<file path="src/rtl/vfpu_lod_arbiter.sv">
// Shared leading-one detector with a NUM_REQ:1 arbiter and a single-entry result register.
// Define VFPU_LOD_ARB_FIXED_PRIO_EN for fixed priority (lowest index wins); default is round-robin.
module vfpu_lod_arbiter #(
  parameter int unsigned WIDTH   = 32,
  parameter int unsigned NUM_REQ = 4,
  localparam int unsigned IDW    = (NUM_REQ > 1) ? $clog2(NUM_REQ) : 1,
  localparam int unsigned LW     = $clog2(WIDTH)
) (
  input  logic                       clk_i,
  input  logic                       rst_i,
  input  logic [NUM_REQ-1:0]         req_valid_i,
  output logic [NUM_REQ-1:0]         req_ready_o,
  input  logic [NUM_REQ*WIDTH-1:0]   req_data_i,
  output logic                       resp_valid_o,
  input  logic                       resp_ready_i,
  output logic [IDW-1:0]             resp_id_o,
  output logic [LW-1:0]              resp_index_o,
  output logic                       resp_no_ones_o,
  output logic                       busy_o
);

  typedef enum logic {EMPTY, FULL} state_t;

  state_t           state, state_nxt;
  logic [WIDTH-1:0] req_data [NUM_REQ];
  logic [WIDTH-1:0] operand;
  logic [IDW-1:0]   grant_id;
  logic             grant_any;
  logic             slot_free;
  logic             accept;
  logic [LW-1:0]    lod_index;
  logic             lod_none;

  for (genvar g = 0; g < NUM_REQ; g++) begin : g_unpack
    assign req_data[g] = req_data_i[g*WIDTH +: WIDTH];
  end

`ifdef VFPU_LOD_ARB_FIXED_PRIO_EN
  always_comb begin
    grant_any = 1'b0;
    grant_id  = '0;
    for (int unsigned k = 0; k < NUM_REQ; k++) begin
      if (!grant_any && req_valid_i[IDW'(k)]) begin
        grant_any = 1'b1;
        grant_id  = IDW'(k);
      end
    end
  end
`else
  logic [IDW-1:0] ptr;
  int unsigned    rr_idx;

  // Search upward from the pointer, wrapping at NUM_REQ.
  always_comb begin
    grant_any = 1'b0;
    grant_id  = '0;
    rr_idx    = 0;
    for (int unsigned k = 0; k < NUM_REQ; k++) begin
      rr_idx = (32'(ptr) + k) % NUM_REQ;
      if (!grant_any && req_valid_i[IDW'(rr_idx)]) begin
        grant_any = 1'b1;
        grant_id  = IDW'(rr_idx);
      end
    end
  end

  always_ff @(posedge clk_i) begin
    if (rst_i) begin
      ptr <= '0;
    end else if (accept) begin
      ptr <= (grant_id == IDW'(NUM_REQ - 1)) ? '0 : grant_id + IDW'(1);
    end
  end
`endif

  assign operand = req_data[grant_id];

  // Leading one counted from the MSB; all-zero operand yields index 0.
  always_comb begin
    lod_index = '0;
    lod_none  = 1'b1;
    for (int unsigned i = 0; i < WIDTH; i++) begin
      if (lod_none && operand[LW'(WIDTH - 1 - i)]) begin
        lod_none  = 1'b0;
        lod_index = LW'(i);
      end
    end
  end

  assign resp_valid_o = (state == FULL);
  assign slot_free    = (state == EMPTY) | (resp_valid_o & resp_ready_i);
  assign accept       = slot_free & grant_any & ~rst_i;
  assign busy_o       = resp_valid_o | (|req_valid_i);

  always_comb begin
    for (int unsigned k = 0; k < NUM_REQ; k++) begin
      req_ready_o[k] = accept && (grant_id == IDW'(k));
    end
  end

  always_ff @(posedge clk_i) begin
    if (rst_i) begin
      state <= EMPTY;
    end else begin
      state <= state_nxt;
    end
  end

  always_comb begin
    state_nxt = state;
    if (accept) begin
      state_nxt = FULL;
    end else if (state == FULL && resp_ready_i) begin
      state_nxt = EMPTY;
    end
  end

  always_ff @(posedge clk_i) begin
    if (rst_i) begin
      resp_id_o      <= '0;
      resp_index_o   <= '0;
      resp_no_ones_o <= 1'b0;
    end else if (accept) begin
      resp_id_o      <= grant_id;
      resp_index_o   <= lod_index;
      resp_no_ones_o <= lod_none;
    end
  end

endmodule

</file>
<file path="config.mk">
export PLATFORM = sky130hd
export DESIGN_NAME = vfpu_lod_arbiter
export DESIGN_NICKNAME = d
export VERILOG_FILES = /design/src/rtl/vfpu_lod_arbiter.sv
export SDC_FILE = /design/constraint.sdc
export NUM_CORES = 1
export LEC_CHECK = 0
export ABC_AREA = 0
export CAP_MARGIN = 20
export CELL_PAD_IN_SITES_DETAIL_PLACEMENT = 0
export CELL_PAD_IN_SITES_GLOBAL_PLACEMENT = 1
export CORE_MARGIN = 4
export CORE_UTILIZATION = 22
export CTS_CLUSTER_DIAMETER = 40
export DETAILED_ROUTE_END_ITERATION = 7
export GPL_ROUTABILITY_DRIVEN = 1
export GPL_TIMING_DRIVEN = 0
export HOLD_SLACK_MARGIN = 0.15
export PLACE_DENSITY = 0.82
export SETUP_SLACK_MARGIN = 0.05
export SYNTH_ARGS = -nofsm -noshare
export SYNTH_HDL_FRONTEND = slang
export SYNTH_SLANG_ARGS = --single-unit
</file>
<file path="constraint.sdc">
create_clock -name clk_i -period 2.9 [get_ports clk_i]
set_clock_uncertainty 0.1 [all_clocks]
set_input_delay 0.435 -clock clk_i [delete_from_list [all_inputs] [get_ports clk_i]]
set_output_delay 0.435 -clock clk_i [all_outputs]
set_load 0.02 [all_outputs]
</file>
# Word level (Yosys, flattened, before mapping)
# Cells that the tools add are included.
# W data, S select, Z words.
# totals
wordCells	155
out_inout_bits	14
ff_bits	11
# op_classes
n_mux	85
bitwise_logic	8
n_lt_le_gt_ge	5
n_eq_ne	3
n_reduce_logical	45
add_sub_neg	4
# op_table
cell	n
$mux W5	30
$bmux W32 S2	1
$mux W32	2
$mux W1	43
$logic_and A1 B1 Y1	39
$lt A2 B3 Y1 const B	4
$mux W2	5
$bmux W1 S2	4
$add A2 B1 Y2 const B	2
$add A2 B2 Y2 const B	2
$eq A2 B2 Y1 const B	2
$reduce_or A4 Y1	1
$and A1 B1 Y1	3
$ge A3 B3 Y1 const B	1
$logic_not A1 Y1	3
$not A2 Y3	1
$eq A2 B1 Y1 const B	1
$logic_not A2 Y1	1
$not A1 Y1	2
$or A1 B1 Y1	2
$reduce_bool A2 Y1	1

# Depth between registers and ports, before layout
# logic_depth
depth_word	79
depth_mapped	12

# Worst setup path before layout
# OpenSTA, ideal clock, no wires.
# synth_timing
path_type	input to register
start	input port req_valid_i[2]
end	register resp_no_ones_o
path_slack_ns	-0.093
t_arrival_ns	2.823
required_time_ns	2.730
path_stages	10
n_path_buf	1
cell_sequence	nor2b_2 a211o_1 buf_6 and3_1 a211oi_1 o22ai_1 or3_4 or3b_4 or4_1 a21oi_1
# synth_between
elab_chain_len	79
# synth_rtl
element	line	text
start, declared	11	input logic [NUM_REQ-1:0] req_valid_i,
$bmux W1 S2	60	if (!grant_any && req_valid_i[IDW'(rr_idx)]) begin
$mux W1 (implied by the code)	60	
$mux W1	60	
$logic_not A1 Y1	60	
$logic_and A1 B1 Y1	60	
$mux W1	60	
$logic_not A1 Y1	60	
$logic_and A1 B1 Y1	60	
(+63 left out)	--	
$logic_and A1 B1 Y1	83	if (lod_none && operand[LW'(WIDTH - 1 - i)]) begin
$mux W1	83	
$logic_and A1 B1 Y1	83	
$mux W1	83	
$logic_and A1 B1 Y1	83	
$mux W1	83	
$logic_and A1 B1 Y1	83	
$mux W1	83	
end signal, assigned	126	resp_no_ones_o <= lod_none;
end, declared	18	output logic resp_no_ones_o,
# Several ways; a longest one is shown, not always the timed one. The select of a mux whose other input is x is not followed.
# A chain may end at the register's enable or synchronous reset.

# Final worst setup path
# layout_timing
start	register ptr[0]
end	register resp_no_ones_o
# layout_between
elab_chain_len	79
# layout_rtl
element	line	text
start, declared	50	logic [IDW-1:0] ptr;
start signal, assigned	71	ptr <= (grant_id == IDW'(NUM_REQ - 1)) ? '0 : grant_id + IDW'(1);
branches (longest 79 deep; another with $add A2 B1 Y2)	--	
# Several ways; the timed one is not identified. The select of a mux whose other input is x is not followed.

==> run metrics <==
run status finished, violations left; failing checks setup timing; final hold vios 0; Leak 1.832 nW; CP max stage delay 0.52 ns; DRT antenna net count 0; Synth async-reset ratio 0%; drt total wl 11850 µm; Worst IR Drop VDD 0.2666 mV; initial antenna violation count 0; fill cell count 954; Hold Path Sink resp_id_o[0]; CTS tree done; slowest CP cell or4_4; Worst R2R Path Depth 11; Die Width 109.1 µm; reg2reg end resp_no_ones_o; Avg WL per Cell 18.17 µm; fin. max-slew vios 0; Syn Inst Count 335; GRT Util Overall 18.64%; final setup fails 4; io pins 149; Least-Margin Pin Slew 0.6563 ns; R2R setup slack -0.22 ns; DR DRC count 0; GRT Residual Overflow 0; row count 36; Final Non-Filler Cells 652; Total Die Area 11900 µm²; first-pass GRT wire length 17510 µm; Crit Path Max Fanout 6; worst hold path stage count 2; layout cells sized above 1 27.75%; WS Path Type flip-flop to flip-flop; vias in the first global route 3473; min Tclk post-route 3.123 ns; CP startpoint kind flip-flop; worst min-delay path startpoint resp_id_o[0]; clk buf depth 2; largest net degree at the start of global routing 12; core footprint 9864 µm²; Pwr Density 539.4 nW/µm²; most common cell after layout, fill and taps aside clkdlybuf4s50_1; Final period util 107.7%; Synth cell types 67; Root Buffer clkbuf_8; Clk Latency, worst-skew pair 0.24 ns; Max Cap Viol 0; placer congestion estimate 0.8277; H-tree levels 1; crit path DAT 3.20 ns; CTS Buf Count 3; cts hold-fix bufs 0; Worst-path clk slew 0.05 ns; Initial DRT Pass Iterations 4; Synth Flop Type dfxtp_1; Die Ht 109.1 µm; final setup margin -0.2229 ns; CP Capture Type flip-flop; EDFF count, synth 0; DRT iter0 DRCs 161; Placed Cells 616; Synth Warn # 0; crit-path leading delay family simple AND/OR/NAND/NOR gates; CP cell instances and2b_2, o21bai_4, buf_6, nand2_8, buf_12, a211oi_4, o22ai_2, or3_4, or3b_4, or4_4, a21oi_2; GR peak layer met2; met3 Use GR 3.493%; Sink Count 11; Antenna diodes 0; Max Freq 320.2 MHz; Vias 3375; Seq cells post-synth 11; input/output buffers 148; Vias/cell 5.176; commonest non-fill, non-tap cells in the layout 140 x clkdlybuf4s50_1, 47 x nand3_1, 30 x nand2_1; RR Startpoint ptr[0]; synthesized area 2248 µm²; Mapped Avg Cell Area 6.712 µm²; Worst slew margin 55.85%; post-place setup slack -1.136 ns; layout net count 659; CP bufs+invs 2; met2 GRT Util 32.72%; Core Util, Final 48.26%; Worst Setup SP ptr[0]; WP data required 2.97 ns; met1 usage 22.87%; Starting Density 22.79%; syn nets 474; Layout area overhead 111.7%; Seq/Total Area, Yosys 9.794%; RSZ-0062 raised after global routing yes; WHS 0.3621 ns; HPWL Detailed 9109 µm; worst hold path class flip-flop to flip-flop
flip-flops by register name, indices dropped and copies added (netlist names):
signal          flops
resp_no_ones_o      1
resp_valid_o        1
resp_id_o           2
ptr                 2
resp_index_o        5
worst max path at each step:
stage	depth (start not counted)	end	slack (ns)
finish	11	resp_no_ones_o	-0.22
global route	11	resp_no_ones_o	-0.29
CTS	11	resp_no_ones_o	-0.24
detailed placement	13	resp_no_ones_o	-1.14
global placement	13	resp_index_o[0]	-1.07
floorplan	12	resp_no_ones_o	-0.05
through the flow:
stage          cell area [µm²]   TNS, ns  power (mW)
2_1_floorplan             2380  -0.05028       1.281
3_3_place_gp              4028    -8.532       1.808
3_5_place_dp              4028    -8.973       1.827
4_1_cts                   4589   -0.7336       2.393
5_1_grt                   4761   -0.9428       2.730
6_report                  4761   -0.5076       2.568
cell usage after synthesis (3+ instances only):
cell type	instances	area, µm²
nand3_1	54	270.3
o21ai_0	34	170.2
a211oi_1	31	232.7
and3_1	31	193.9
nand2_1	30	112.6
clkbuf_1	12	45.04
nor2_1	12	45.04
dfxtp_1	11	220.2
buf_2	10	50.05
a21oi_1	8	40.04
and2_1	6	37.54
nor2b_1	6	37.54
nor3_1	6	30.03
a211oi_2	5	62.56
a2bb2oi_2	4	60.06
a31o_2	4	35.03
a31oi_1	4	25.02
ha_1	4	50.05
buf_6	3	33.78
area by class of cell:
class	instances	area [µm²]	area share [%]
clock buffers	4	45.04	0.9461
multi-input cells	294	2312	48.57
plain buffers	25	234.0	4.915
repair buffers	182	1762	37.00
inverters	3	13.76	0.2891
flip-flops and latches	11	227.7	4.783
well taps	133	166.4	3.495
cell families after synthesis:
| logic type | count (synthesis) | share of synthesized area [%] |
|---|---|---|
| mux | 3 | 1.391 |
| simple gates | 168 | 40.57 |
| compound gates | 119 | 39.12 |
| flops | 11 | 9.794 |
| fa+ha+maj | 4 | 2.226 |
| buf+inv | 30 | 6.900 |
tightest hold or removal path, cell delays in order, from the launching register on:
cell and delay, ns:
dfxtp_1 0.31, nand2_1 0.05, a21oi_1 0.05
metal layers:
| layer | vias to the layer above | wire length (µm) |
|---|---|---|
| li1 | 1652 | - |
| met1 | 1546 | 4760 |
| met2 | 146 | 5685 |
| met3 | 31 | 1031 |
| met4 | 0 | 369 |
| met5 | - | 0 |
repair_timing:
item,in CTS,in global routing
gates resized for setup,98,33
gates cloned,1,0
pin swaps,24,24
endpoints found under the setup margin,10,9
setup buffers,24,10
power by group:
part	leakage [nW]	total, mW	internal [mW]	switching (mW)
combinational	1.72	2.21	1.07	1.14
sequential	0.0921	0.202	0.178	0.0237
clock	0.0228	0.156	0.0967	0.0596
Note: power is estimated with default switching activity, not from simulation.
